--- config.mk ---
export PLATFORM = sky130hd
export DESIGN_NAME = mod11_bist
export DESIGN_NICKNAME = d
export VERILOG_FILES = /design/src/rtl/mod11_bist.sv
export SDC_FILE = /design/constraint.sdc
export NUM_CORES = 1
export LEC_CHECK = 0
export CELL_PAD_IN_SITES_DETAIL_PLACEMENT = 0
export CELL_PAD_IN_SITES_GLOBAL_PLACEMENT = 1
export CORE_MARGIN = 10
export CORE_UTILIZATION = 48
export DETAILED_ROUTE_END_ITERATION = 16
export DONT_BUFFER_PORTS = 1
export PLACE_DENSITY_LB_ADDON = 0.1
export SLEW_MARGIN = 0
export SYNTH_ARGS = -nofsm -noshare
export SYNTH_HDL_FRONTEND = slang
export SYNTH_SLANG_ARGS = --single-unit
--- constraint.sdc ---
create_clock -name clk -period 3.8 [get_ports clk]
set_input_delay 0.76 -clock clk [delete_from_list [all_inputs] [get_ports clk]]
set_output_delay 0.76 -clock clk [all_outputs]
set_load 0.005 [all_outputs]
--- src/rtl/mod11_bist.sv ---
// Self-checking stimulus driver for a mod-M adder/subtractor: sweeps every
// (s, x, y) vector, compares z with an internal golden residue, and keeps counts.
module mod11_bist #(
  parameter int unsigned MODULUS = 11,
  parameter int unsigned SETTLE  = 1
) (
  input  logic       clk,
  input  logic       rst_n,
  input  logic       start,
  input  logic [3:0] z,
  output logic       s,
  output logic [3:0] x,
  output logic [3:0] y,
  output logic       busy,
  output logic       done,
  output logic [7:0] pass_cnt,
  output logic [7:0] fail_cnt,
  output logic       ff_valid,
  output logic       ff_s,
  output logic [3:0] ff_x,
  output logic [3:0] ff_y,
  output logic [3:0] ff_z
);

  localparam int unsigned OPW = 4;
  localparam int unsigned CNTW = 8;
  localparam logic [OPW-1:0] LAST_OP = OPW'(MODULUS - 1);
  localparam logic [OPW-1:0] SETTLE_LAST = OPW'(SETTLE - 1);
  localparam logic [OPW:0] MOD_W = (OPW + 1)'(MODULUS);

  typedef enum logic [1:0] {
    ST_IDLE  = 2'd0,
    ST_DRIVE = 2'd1,
    ST_CHECK = 2'd2,
    ST_DONE  = 2'd3
  } state_e;

  state_e          state_q, state_d;
  logic [OPW-1:0]  settle_q, settle_d;
  logic            s_q, s_d;
  logic [OPW-1:0]  x_q, x_d, y_q, y_d;
  logic            busy_q, busy_d, done_q, done_d;
  logic [CNTW-1:0] pass_q, pass_d, fail_q, fail_d;
  logic            ffv_q, ffv_d, ffs_q, ffs_d;
  logic [OPW-1:0]  ffx_q, ffx_d, ffy_q, ffy_d, ffz_q, ffz_d;

  logic [OPW:0]    sum_c, diff_c;
  logic [OPW-1:0]  gold_c;

  // Golden residue for the vector currently on s/x/y; never negative.
  always_comb begin
    sum_c = {1'b0, x_q} + {1'b0, y_q};
    if (x_q >= y_q) diff_c = {1'b0, x_q} - {1'b0, y_q};
    else            diff_c = {1'b0, x_q} + MOD_W - {1'b0, y_q};
    if (s_q)                 gold_c = OPW'(diff_c);
    else if (sum_c >= MOD_W) gold_c = OPW'(sum_c - MOD_W);
    else                     gold_c = OPW'(sum_c);
  end

  // Next-state and output logic.
  always_comb begin
    state_d  = state_q;
    settle_d = settle_q;
    s_d      = s_q;
    x_d      = x_q;
    y_d      = y_q;
    busy_d   = busy_q;
    done_d   = done_q;
    pass_d   = pass_q;
    fail_d   = fail_q;
    ffv_d    = ffv_q;
    ffs_d    = ffs_q;
    ffx_d    = ffx_q;
    ffy_d    = ffy_q;
    ffz_d    = ffz_q;

    unique case (state_q)
      ST_IDLE, ST_DONE: begin
        if (start) begin
          state_d  = ST_DRIVE;
          settle_d = '0;
          s_d      = 1'b0;
          x_d      = '0;
          y_d      = '0;
          busy_d   = 1'b1;
          done_d   = 1'b0;
          pass_d   = '0;
          fail_d   = '0;
          ffv_d    = 1'b0;
          ffs_d    = 1'b0;
          ffx_d    = '0;
          ffy_d    = '0;
          ffz_d    = '0;
        end
      end

      ST_DRIVE: begin
        if (settle_q == SETTLE_LAST) begin
          settle_d = '0;
          state_d  = ST_CHECK;
        end else begin
          settle_d = settle_q + OPW'(1);
        end
      end

      ST_CHECK: begin
        if (z == gold_c) begin
          pass_d = pass_q + CNTW'(1);
        end else begin
          fail_d = fail_q + CNTW'(1);
          if (!ffv_q) begin
            ffv_d = 1'b1;
            ffs_d = s_q;
            ffx_d = x_q;
            ffy_d = y_q;
            ffz_d = z;
          end
        end
        state_d = ST_DRIVE;
        // y innermost, then x, then s; wrapping past s=1 ends the sweep.
        if (y_q != LAST_OP) begin
          y_d = y_q + OPW'(1);
        end else begin
          y_d = '0;
          if (x_q != LAST_OP) begin
            x_d = x_q + OPW'(1);
          end else begin
            x_d = '0;
            if (!s_q) begin
              s_d = 1'b1;
            end else begin
              s_d     = 1'b0;
              state_d = ST_DONE;
              busy_d  = 1'b0;
              done_d  = 1'b1;
            end
          end
        end
      end

      default: state_d = ST_IDLE;
    endcase
  end

  always_ff @(posedge clk) begin
    if (!rst_n) begin
      state_q  <= ST_IDLE;
      settle_q <= '0;
      s_q      <= 1'b0;
      x_q      <= '0;
      y_q      <= '0;
      busy_q   <= 1'b0;
      done_q   <= 1'b0;
      pass_q   <= '0;
      fail_q   <= '0;
      ffv_q    <= 1'b0;
      ffs_q    <= 1'b0;
      ffx_q    <= '0;
      ffy_q    <= '0;
      ffz_q    <= '0;
    end else begin
      state_q  <= state_d;
      settle_q <= settle_d;
      s_q      <= s_d;
      x_q      <= x_d;
      y_q      <= y_d;
      busy_q   <= busy_d;
      done_q   <= done_d;
      pass_q   <= pass_d;
      fail_q   <= fail_d;
      ffv_q    <= ffv_d;
      ffs_q    <= ffs_d;
      ffx_q    <= ffx_d;
      ffy_q    <= ffy_d;
      ffz_q    <= ffz_d;
    end
  end

  assign s        = s_q;
  assign x        = x_q;
  assign y        = y_q;
  assign busy     = busy_q;
  assign done     = done_q;
  assign pass_cnt = pass_q;
  assign fail_cnt = fail_q;
  assign ff_valid = ffv_q;
  assign ff_s     = ffs_q;
  assign ff_x     = ffx_q;
  assign ff_y     = ffy_q;
  assign ff_z     = ffz_q;

endmodule

After elaboration in Yosys (flattened, before gate mapping)

Index checks and enable logic that the tools add are counted.

$add $sub $neg: 10
Multipliers: 0
Div/mod/pow operators: 0
Magnitude comparators: 2
Equality and inequality tests: 14
Shift operators: 0
Muxes and demuxes: 50
Bitwise operators: 0
Reductions and logical operators: 14

Operator list:

| operator            | count |
|---|---|
| $mux 4              | 14 |
| $pmux 4 s2          | 6 |
| $pmux 8 s2          | 2 |
| $mux 8              | 3 |
| $add 8x1->8 const B | 2 |
| $ne 2x2->1 const B  | 8 |
| $mux 1              | 14 |
| $add 4x1->4 const B | 3 |
| $mux 2              | 5 |
| $pmux 1 s2          | 5 |
| $reduce_and 3->1    | 3 |
| $ne 4x4->1 const B  | 2 |
| $reduce_and 4->1    | 2 |
| $sub 4x4->4         | 2 |
| $pmux 2 s3          | 1 |
| $reduce_and 2->1    | 3 |
| $add 4x4->5         | 1 |
| $ge 5x4->1 const B  | 1 |
| $reduce_and 5->1    | 1 |
| $add 4x4->4 const B | 1 |
| $eq 2x2->1 const B  | 2 |
| $eq 4x4->1          | 1 |
| $ge 4x4->1          | 1 |
| $logic_not 4->1     | 1 |
| other kinds (5)     | 6 |

Flip-flop bits (word level): 47
Latch bits: 0
RAM bits: 0
Memory bits (read-only): 0
Logic and storage cells: 104
Memories kept: 0

Depth between registers and ports, before layout

Gate-level depths: netlist (run 1).

Word-level depth: 7
Depth in mapped cells: 15
Depth with buffers taken out: 13

Least setup slack after synthesis (run 1)

No wires, ideal clock.

Path kind: register to register
From: register y_q[1], in the netlist y[1]
To: register fail_q[7], in the netlist fail_cnt[7]
Setup time: 0.074 ns
Data arrival time: 3.274 ns
Slack: 0.451 ns
Cell stages (with the launch flop): 15
Buffers on the path: 1
Clock period less this slack: 3.349 ns
Path through: dfxtp_1 > inv_1 > ha_1 > fa_1 > inv_1 > ha_1 > a21oi_1 > xnor2_1 > a2111oi_0 > a211oi_2 > nand4_2 > nor2_1 > buf_2 > or4_1 > a31oi_1

Cells in the longest elaborated chain, start to end: 7

RTL lines:

| element                                   | RTL line | text |
|---|---|---|
| from (decl)                               | 41       | `logic [OPW-1:0] x_q, x_d, y_q, y_d;` |
| from (signal assigned)                    | 166      | `y_q <= y_d;` |
| $add 4x4->5                               | 52       | `sum_c = {1'b0, x_q} + {1'b0, y_q};` |
| $sub 4x4->4 or $ge 5x4->1 (tied branches) | 56       | `else if (sum_c >= MOD_W) gold_c = OPW'(sum_c - MOD_W);` |
| $mux 4                                    | 56       |  |
| $mux 4 *                                  | 55       | `if (s_q) gold_c = OPW'(diff_c);` |
| $eq 4x4->1 *                              | 107      | `if (z == gold_c) begin` |
| $ne 2x2->1 (no source line) *             | n/a      |  |
| $reduce_and 3->1 (no source line) *       | n/a      |  |
| to (signal assigned)                      | 170      | `fail_q <= fail_d;` |
| to (decl)                                 | 43       | `logic [CNTW-1:0] pass_q, pass_d, fail_q, fail_d;` |

Mark *: on every way between the ends. The rest lies on a longest branch, timed or not.
A chain may end at the register's enable or synchronous reset.

Final worst setup path (run 1)

From: register y_q[1], in the netlist y[1]
To: register ffy_q[3], in the netlist ff_y[3]

Cells in the longest elaborated chain, start to end: 7

RTL lines:

| element                                   | RTL line | text |
|---|---|---|
| $add 4x4->5                               | 52       |  |
| $sub 4x4->4 or $ge 5x4->1 (tied branches) | 56       |  |
| $mux 4                                    | 56       |  |
| $mux 4 *                                  | 55       |  |
| $eq 4x4->1 *                              | 107      |  |
| $ne 2x2->1 (no source line) *             | n/a      |  |
| $reduce_and 4->1 (no source line) *       | n/a      |  |
| to (signal assigned)                      | 174      | `ffy_q <= ffy_d;` |
| to (decl)                                 | 45       | `logic [OPW-1:0] ffx_q, ffx_d, ffy_q, ffy_d, ffz_q, ffz_d;` |

Marked as above.

==> results of run 1 <==
## area by class of cell
| cell class | instances | area [um^2] |
|---|---|---|
| timing repair buffer | 13 | 97.59 |
| inverter | 20 | 75.07 |
| multi-input combinational | 268 | 1912 |
| tap | 75 | 93.84 |
| clock buffer | 7 | 76.32 |
| sequential | 47 | 940.9 |
| clock inverter | 1 | 5.005 |
| fill | 560 | 2790 |
## per-stage QoR
stage	setup slack, ns	total power, mW	util [%]	hold slack [ns]
4_1_cts	0.1898	1.048	53.40	0.4724
3_3_place_gp	0.3324	0.7544	52.05	0.4590
5_1_grt	0.02022	1.099	53.43	0.5024
6_report	0.2694	1.036	53.43	0.4674
2_1_floorplan	0.4514	0.6969	-	0.4404
3_5_place_dp	0.2014	0.7582	52.05	0.4608
## synthesized netlist by cell type (3+ instances only)
cell type | count | area, um^2
xnor2_1 | 6 | 52.55
xor2_1 | 3 | 26.28
or4_1 | 10 | 75.07
o21ai_0 | 11 | 55.05
nor3_1 | 4 | 20.02
or3_1 | 7 | 43.79
and2_1 | 4 | 25.02
dfxtp_1 | 47 | 940.9
a31oi_1 | 11 | 68.82
nor2_1 | 29 | 108.9
o21a_1 | 3 | 22.52
o211ai_1 | 5 | 37.54
nand2b_1 | 5 | 31.28
ha_1 | 24 | 300.3
inv_1 | 18 | 67.56
o21ai_1 | 3 | 15.01
a21oi_1 | 19 | 95.09
buf_2 | 4 | 20.02
a211oi_1 | 3 | 22.52
mux2i_1 | 4 | 40.04
nand4_1 | 7 | 43.79
and3_1 | 3 | 18.77
a22o_1 | 13 | 113.9
clkbuf_1 | 7 | 26.28
fa_1 | 3 | 60.06
nor2b_1 | 5 | 31.28
nand2_1 | 25 | 93.84
nand3_1 | 19 | 95.09
## flip-flops by register name (all words and copies together) (netlist names)
register	flops
fail_cnt	8
pass_cnt	8
ff_x	4
ff_y	4
ff_z	4
settle_q	4
x	4
y	4
state_q	2
busy	1
done	1
ff_s	1
ff_valid	1
s	1
## cell families (layout without fill, tap and decap cells)
logic type	count (synthesis)	in the layout	share of synthesized area [%]
multiplexers	4	4	1.335
buffers and inverters	34	41	4.923
AO/OA/AOI/OAI	93	93	22.32
adder cells (fa/ha/maj)	27	27	12.02
flip-flops	47	47	31.37
XOR/XNOR	12	12	4.464
AND/OR/NAND/NOR	132	132	23.57
## worst max-delay path: cells and delay by family (launching register included)
kind / cells / cell delay [ns]
compound gates: 5 / 1.50
xor+xnor: 1 / 0.11
fa+ha+maj: 3 / 0.89
buf+inv: 3 / 0.33
flops: 1 / 0.34
simple gates: 2 / 0.24
## layer usage
layer	up-vias	share of wire [%]	GRT usage [%]
met5	-	0	0
met4	0	0.84	4.410
met3	6	4.8	3.980
met2	43	48	25.55
met1	1219	46	18.39
li1	1306	-	-
## power by group
part / switching, mW / internal, mW / total, mW
Sequential: 0.0134 / 0.504 / 0.517
Combinational: 0.148 / 0.0809 / 0.229
Clock: 0.160 / 0.129 / 0.290
Total: 0.322 / 0.714 / 1.04
## worst max path at each step
stage               from     endpoint  slack (ns)  cells past startpoint
global placement    y[1]      ff_z[3]        0.33                     14
CTS                 y[1]      ff_z[3]        0.19                     14
floorplan           y[1]  fail_cnt[7]        0.45                     14
global route        y[1]      ff_y[3]        0.02                     14
finish              y[1]      ff_y[3]        0.27                     14
detailed placement  y[1]      ff_z[3]        0.20                     14
## placed cells by master, fill, tap and decap left out, types with 2 or more instances in the layout
cell type	synthesis	layout
xnor2_1	6	6
dfxtp_1	47	47
o21ai_1	3	3
clkinv_1	2	2
nor3_1	4	4
a21oi_1	19	19
o21a_1	3	3
o32ai_1	2	2
buf_4	0	13
nand3b_1	2	2
o21ai_0	11	11
a211o_1	2	2
ha_1	24	24
and3_1	3	3
or4_1	10	10
or3_1	7	7
nor2_1	29	29
o31ai_1	2	2
nor4b_1	2	2
a311oi_1	2	2
nand2b_1	5	5
xor2_1	3	3
a31oi_1	11	11
nor4_1	2	2
nand3_1	19	19
clkbuf_1	7	2
a22oi_1	2	2
nor2b_1	5	5
a211oi_1	3	3
nand4_1	7	7
inv_1	18	18
nand2_1	25	25
clkbuf_8	0	5
and2_1	4	4
o211ai_1	5	5
a22o_1	13	13
mux2i_1	4	4
fa_1	3	3
## what timing repair did
item / 4_1_cts / 5_1_grt
gates resized for setup: 0 / 1
buffers inserted: 0 / 0
setup endpoints to repair: 0 / 13
==> results.txt, run 1 <==
Global routing finished with a remaining overflow of 0. After floorplanning, the core was sized to cover 0.005991 mm^2. In this run the cell area of the synthesized design comes to 0.002999 mm^2.

The final-report max-slew violation count came out at 0. Synthesis produced a netlist with a net count of 383. The count of TritonRoute iterations in the first routing pass came out at 4. The share of layout cells above drive strength 1 came out at 8.427%. The post-route DRC violation count is 0.

In this run, synthesis produced a sequential element count of 47. The average wire per standard cell is 17.50 um. The biggest fanout along the worst timing path came out at 21. STA classifies the critical path startpoint as a register. The signal on the critical path passes through inv_1 > ha_1 > fa_1 > inv_1 > ha_1 > a21oi_1 > xnor2_1 > a2111oi_0 > a211oi_2 > nand4_2 > nor2_1 > buf_4 > o31a_2 > a22o_1. The maximum number of pins on one net before global-route repair is 23. TritonCTS built the clock tree. Once the floorplan was initialized, standard cells occupied 50.06% of the core.

The worst slew margin relative to its limit is 49.65%. The total inserted antenna cells came out at 0. The count of placed standard cells including taps is 423. Summed over all cells, the static leakage comes to 1.222 nW. The finished layout holds 431 standard cells, fillers aside.

The first-iteration detailed-routing DRC count is 191. The number of distinct standard cells referenced by the synthesized netlist came out at 64. The startpoint identified for the worst register-to-register timing path is y[1]. For the worst setup path, the data required time is 3.99 ns. The count of flip-flops with a built-in enable after synthesis came out at 0. The initial antenna violation count came out at 0. The root buffer selected by CTS is clkbuf_8. The remaining number of nets flagged by the antenna check after routing is 0.

The sum of negative setup slack is 0 ns. The number of global-route vias before repair came to 2460. The tightest min-delay check is of the reg2reg type. The first global-routing pass estimated 12.52 mm of wire. The actual transition at the worst max-transition pin came out at 0.7474 ns. The die span in y is 99.05 um. The number of max-cap violations came out at 0.

The level count of the clock H-tree is 2. The post-route fraction of the period consumed by the critical path is 92.91%. The cell depth of the worst flop-to-flop path is 14.

The endpoint of the worst hold-timing path is settle_q[3]. The worst hold path begins at settle_q[3]. During synthesis, Yosys emitted a total of 0 warnings. The critical path in this run is classified as reg2reg.

The number of placement rows came out at 28. Summing all placed instances gives a cell area of 0.003118 mm^2. The areal power density over the cells came out at 323.8 mW/mm^2. The clock passes through at most 2 buffers. The highest achievable clock rate is 283.2 MHz.

For this design, the slowest cell found on the critical path is a2111oi_0. The synthesized instance count came out at 349. The number of nets in the layout came out at 389. The final wirelength came out at 7.542 mm. The number of I/O port buffers is 0.

The endpoint identified for the worst register-to-register timing path is ff_y[3]. Relative to the synthesized area, the layout overhead comes to 6.717%. The vias per cell is 5.972.

The maximum vdd ir drop came out at 0.0001900 V. Setup repair after global routing left no endpoint under its margin. The fraction of registers with async set or reset after synthesis is 0%. The final critical-path required period came out at 3.531 ns. The via count is 2574. The hold-fix buffer count after cts came out at 0. The worst path arrival time came out at 3.72 ns.

The number of clock sinks seen by CTS is 47. Across the routed clock network, the largest skew measured is 0.006992 ns. Routability-driven placement finished with a final weighted congestion of 0.8182.

The die covers 0.009810 mm^2. The final hold violation count is 0. Setup violations remaining at the end of the flow were counted as 0.

The flow ran to the end, and the final reports show no timing, DRC or antenna violations. During I/O placement, the number of pins put on the boundary was 48. The main flop type after synthesis is dfxtp_1. The worst-skew pair later-pin latency is 0.30 ns. The clock buffer count from CTS is 5. In this design, the stage delay of the slowest critical-path cell is 0.53 ns. The worst hold path was traced through 2 stages. The clock slew seen by the registers of the worst setup and hold paths is 0.08 ns. STA classifies the critical path endpoint as a register. The global-route total usage across every layer is 15.16%.

The sum of net half-perimeters after detailed placement came out at 5.726 mm. The slack of the worst reg-to-reg path is 0.27 ns. Dividing the synthesized area by the synthesized cell count gives 8.593 um^2. The post-route cell area came out at 0.003201 mm^2. The part of the Yosys area used for sequential elements came out at 31.37%. The chip width came out at 99.05 um.
No activity file was read; power rests on OpenSTA's default activity.
==> inputs of run 2 (changes only) <==
--- a/config.mk
+++ b/config.mk
@@ -11,6 +11,7 @@
 export CORE_UTILIZATION = 48
 export DETAILED_ROUTE_END_ITERATION = 16
 export DONT_BUFFER_PORTS = 1
+export MAX_ROUTING_LAYER = met4
 export PLACE_DENSITY_LB_ADDON = 0.1
 export SLEW_MARGIN = 0
 export SYNTH_ARGS = -nofsm -noshare
==> constraint.sdc (replaced) <==
create_clock -name clk -period 3.3 [get_ports clk]
set_input_delay 0.66 -clock clk [delete_from_list [all_inputs] [get_ports clk]]
set_output_delay 0.66 -clock clk [all_outputs]
set_load 0.005 [all_outputs]
==> run 2 against run 1 <==
Effect of this change: critical path depth fell by 1; critical path type unchanged; core utilization rose by 6.6 points; cell count rose by 4.9%; sequential power rose by 16%; total power rose by 28%; wire length rose by 9.9%; non-clock buffer count rose by 21; sequential cell count did not move; critical endpoint is now ff_valid; clock skew rose by 0.00080 ns; clock power rose by 31%; cell area rose by 12%.
==> results.txt, run 2 (synthesized netlist as in run 1, its figures left out) <==
The count of TritonRoute iterations in the first routing pass is 5 (was 4). The internal power is 915.8 uW (was 714.0 uW). The average wire per standard cell is 18.34 um (was 17.50 um). Commonest cells after routing, fill and taps aside: 44 x dfxtp_1, 27 x nor2_1, 26 x buf_4, 25 x nand2_1, 20 x ha_1 (was 47 x dfxtp_1, 29 x nor2_1, 25 x nand2_1, 24 x ha_1). The biggest cell delay along the critical path came out at 0.48 ns (was 0.53 ns). The end of the worst register-to-register path is ff_valid (was ff_y[3]). The die span in y came out at 99.05 um (unchanged). Result of the run: completed (unchanged). The final-report max-slew violation count came out at 0 (unchanged). The fraction of power consumed by the clock network is 28.7% (was 28.0%). The core footprint was 0.005991 mm^2 (unchanged). The number of nets in the layout is 410 (was 389).

The final hold violation count is 0 (unchanged). The final wirelength came to 8.290 mm (was 7.542 mm). The areal power density over the cells came to 369.4 mW/mm^2 (was 323.8 mW/mm^2). The clock buffer count from CTS came to 5 (unchanged).

The number of placement rows is 28 (unchanged). The number of clock sinks seen by CTS is 47 (unchanged). The worst-skew pair later-pin latency is 0.30 ns (about the same). The required time of the critical path is 3.50 ns (was 3.99 ns). The endpoint class of the critical path is a register (unchanged). Unrepaired setup endpoints after global routing: yes (was no).

The largest clock skew in the final design is 0.007792 ns (was 0.006992 ns). The total I/O pin count is 48 (unchanged). The worst slew margin relative to its limit came to 42.16% (was 49.65%). The filler cell count in the final layout is 550 (was 560). The synthesis-to-layout area growth came to 19.90% (was 6.717%). The kind of critical path is reg2reg (unchanged). The initial antenna violation count is 0 (unchanged). The global-route total usage across every layer is 16.44% (was 15.16%). The net switching component of the power is 412.5 uW (was 322.3 uW). The sum of net half-perimeters after detailed placement came out at 5.884 mm (was 5.726 mm). The hold-fix buffer count after cts is 0 (unchanged). The share of layout cells above drive strength 1 came out at 21.75% (was 8.427%). The biggest fanout along the worst timing path is 7 (was 21). The combinational share of power came out at 26.3% (was 22.1%).

The number of I/O port buffers came out at 0 (unchanged). The chip width is 99.05 um (unchanged). The first-iteration detailed-routing DRC count came out at 155 (was 191). The kind of start point of the critical path was a register (unchanged). The clock slew seen by the registers of the worst setup and hold paths is 0.09 ns (was 0.08 ns).

The maximum vdd ir drop came out at 0.0002047 V (was 0.0001900 V). The weighted congestion reported at the end of routability-driven placement came out at 0.8670 (was 0.8182). The highest achievable clock rate came out at 306.3 MHz (was 283.2 MHz). The worst hold path stage count is 1 (was 2).

The level count of the clock H-tree is 2 (unchanged). The slack of the worst reg-to-reg path came out at 0.04 ns (was 0.27 ns). The switching power as a share of total power is 31.06% (was 31.10%). The classification of the worst-slack hold path was in2reg (was reg2reg). The aggregate global routing overflow is 0 (unchanged).

The start point of the worst min-delay path is z[2] (was settle_q[3]). The sum of negative setup slack came out at 0 ns (unchanged). The global-route wire length before repair came out at 13.06 mm (was 12.52 mm). The via count came to 2699 (was 2574). The post-route fraction of the period consumed by the critical path is 98.92% (was 92.91%). The most numerous cell type found on the critical path is nor2_4. Crit-path cells: ha_4 > fa_1 > ha_2 > nand3b_1 > a31oi_2 > mux2i_2 > a211o_1 > nand4_4 > nor2_4 > clkbuf_16 > buf_8 > nor2_4 > o221a_2 (was inv_1 > ha_1 > fa_1 > inv_1 > ha_1 > a21oi_1 > xnor2_1 > a2111oi_0 > a211oi_2 > nand4_2 > nor2_1 > buf_4 > o31a_2 > a22o_1). The post-route DRC violation count was 0 (unchanged). The number of endpoints failing setup at the final stage is 0 (unchanged). The final critical-path required period is 3.264 ns (was 3.531 ns). The worst path arrival time is 3.47 ns (was 3.72 ns).

The initial core utilization is 50.06% (unchanged). The smallest hold slack is 0.4781 ns (was 0.4674 ns). The die footprint came out at 0.009810 mm^2 (unchanged). The number of max-cap violations is 0 (unchanged).

The cell depth of the worst flop-to-flop path is 13 (was 14). The most common cell after layout, fill and taps aside was dfxtp_1 (unchanged). The endpoint of the worst hold-timing path is ff_z[2] (was settle_q[3]). The proportion of power drawn by flip-flops and latches came out at 45.0% (was 49.9%). The CTS tree is built (unchanged). The vias per cell came to 5.971 (was 5.972). The root buffer selected by CTS is clkbuf_8 (unchanged). The maximum number of pins on one net before global-route repair is 23 (unchanged). The total inserted antenna cells came out at 0 (unchanged). The number of buffers between clock root and the deepest sink is 2 (unchanged). The leakage power is 1.362 nW (was 1.222 nW).

The actual transition at the worst max-transition pin came to 0.8585 ns (was 0.7474 ns). The worst flop-to-flop path startpoint was y[0] (was y[1]). The cell type of the slowest stage on the worst timing path is fa_1 (was a2111oi_0). The remaining number of nets flagged by the antenna check after routing is 0 (unchanged).

The number of global-route vias before repair came to 2469 (was 2460).
==> run 2: worst max-delay path by stage <==
stage               startpoint          end  slack (ns)
floorplan                 y[1]  fail_cnt[7]       0.004
global placement          y[0]      ff_z[2]        -0.1
detailed placement        y[0]      ff_x[2]       -0.18
CTS                       y[2]  fail_cnt[7]        0.01
global route              x[0]  pass_cnt[0]       -0.12
finish                    y[0]     ff_valid        0.04
==> run 2: stage by stage <==
stage	total power [mW]	instance area [um^2]	std cells	utilization [%]	setup WS, ns
after floorplan	0.8028	3000	349	-	0.004090
after global placement	0.8850	3184	431	53.15	-0.09655
after detailed placement	0.8915	3184	431	53.15	-0.1850
after CTS	1.296	3371	443	56.27	0.01019
after global routing	1.406	3596	452	60.03	-0.1161
final	1.328	3596	452	60.03	0.03575
==> run 2: layout make-up <==
| cell class | instances | area (um^2) | area share [%] |
|---|---|---|---|
| multi-input combinational | 268 | 2062 | 57.34 |
| inverter | 20 | 75.07 | 2.088 |
| clock buffer | 8 | 100.1 | 2.784 |
| tap | 75 | 93.84 | 2.610 |
| timing repair buffer | 34 | 315.3 | 8.768 |
| sequential | 47 | 949.7 | 26.41 |
==> run 2: critical path: cells and delay by family, from the launching register on <==
family | cells | cell delay (ns)
adder cells (fa/ha/maj) | 3 | 0.85
AO/OA/AOI/OAI | 3 | 0.68
AND/OR/NAND/NOR | 4 | 0.63
flip-flops | 1 | 0.37
multiplexers | 1 | 0.32
buffers and inverters | 2 | 0.31
==> run 2: power groups by stage <==
stage	Clock (mW)	Combinational [mW]	Sequential, mW
after floorplan	0	0.191	0.611
after global placement	0	0.277	0.608
after detailed placement	0	0.283	0.608
after CTS	0.393	0.307	0.596
after global routing	0.419	0.387	0.600
final	0.381	0.350	0.598
==> run 2: repair_timing <==
action,in CTS,in global routing
hold endpoints to repair,0,0
pin swaps,4,35
buffers inserted,4,8
resized for setup,15,34
cloned,0,1
setup endpoints to repair,23,29
==> run 2: metal layers <==
layer,global-route usage [%],part of all wire [%],vias up
met5,-,0,-
met4,5.402,1.5,0
met3,4.050,5.2,12
met2,25.65,49,54
met1,20.23,45,1282
li1,-,-,1351
==> inputs of run 3 (changes only) <==
--- a/config.mk
+++ b/config.mk
@@ -9,11 +9,12 @@
 export CELL_PAD_IN_SITES_GLOBAL_PLACEMENT = 1
 export CORE_MARGIN = 10
 export CORE_UTILIZATION = 48
+export CTS_CLUSTER_DIAMETER = 60
 export DETAILED_ROUTE_END_ITERATION = 16
 export DONT_BUFFER_PORTS = 1
 export MAX_ROUTING_LAYER = met4
 export PLACE_DENSITY_LB_ADDON = 0.1
-export SLEW_MARGIN = 0
+export SLEW_MARGIN = 20
 export SYNTH_ARGS = -nofsm -noshare
 export SYNTH_HDL_FRONTEND = slang
 export SYNTH_SLANG_ARGS = --single-unit
==> results of run 3 <==
Final layout, timing and power as in run 2 (identical DEF).
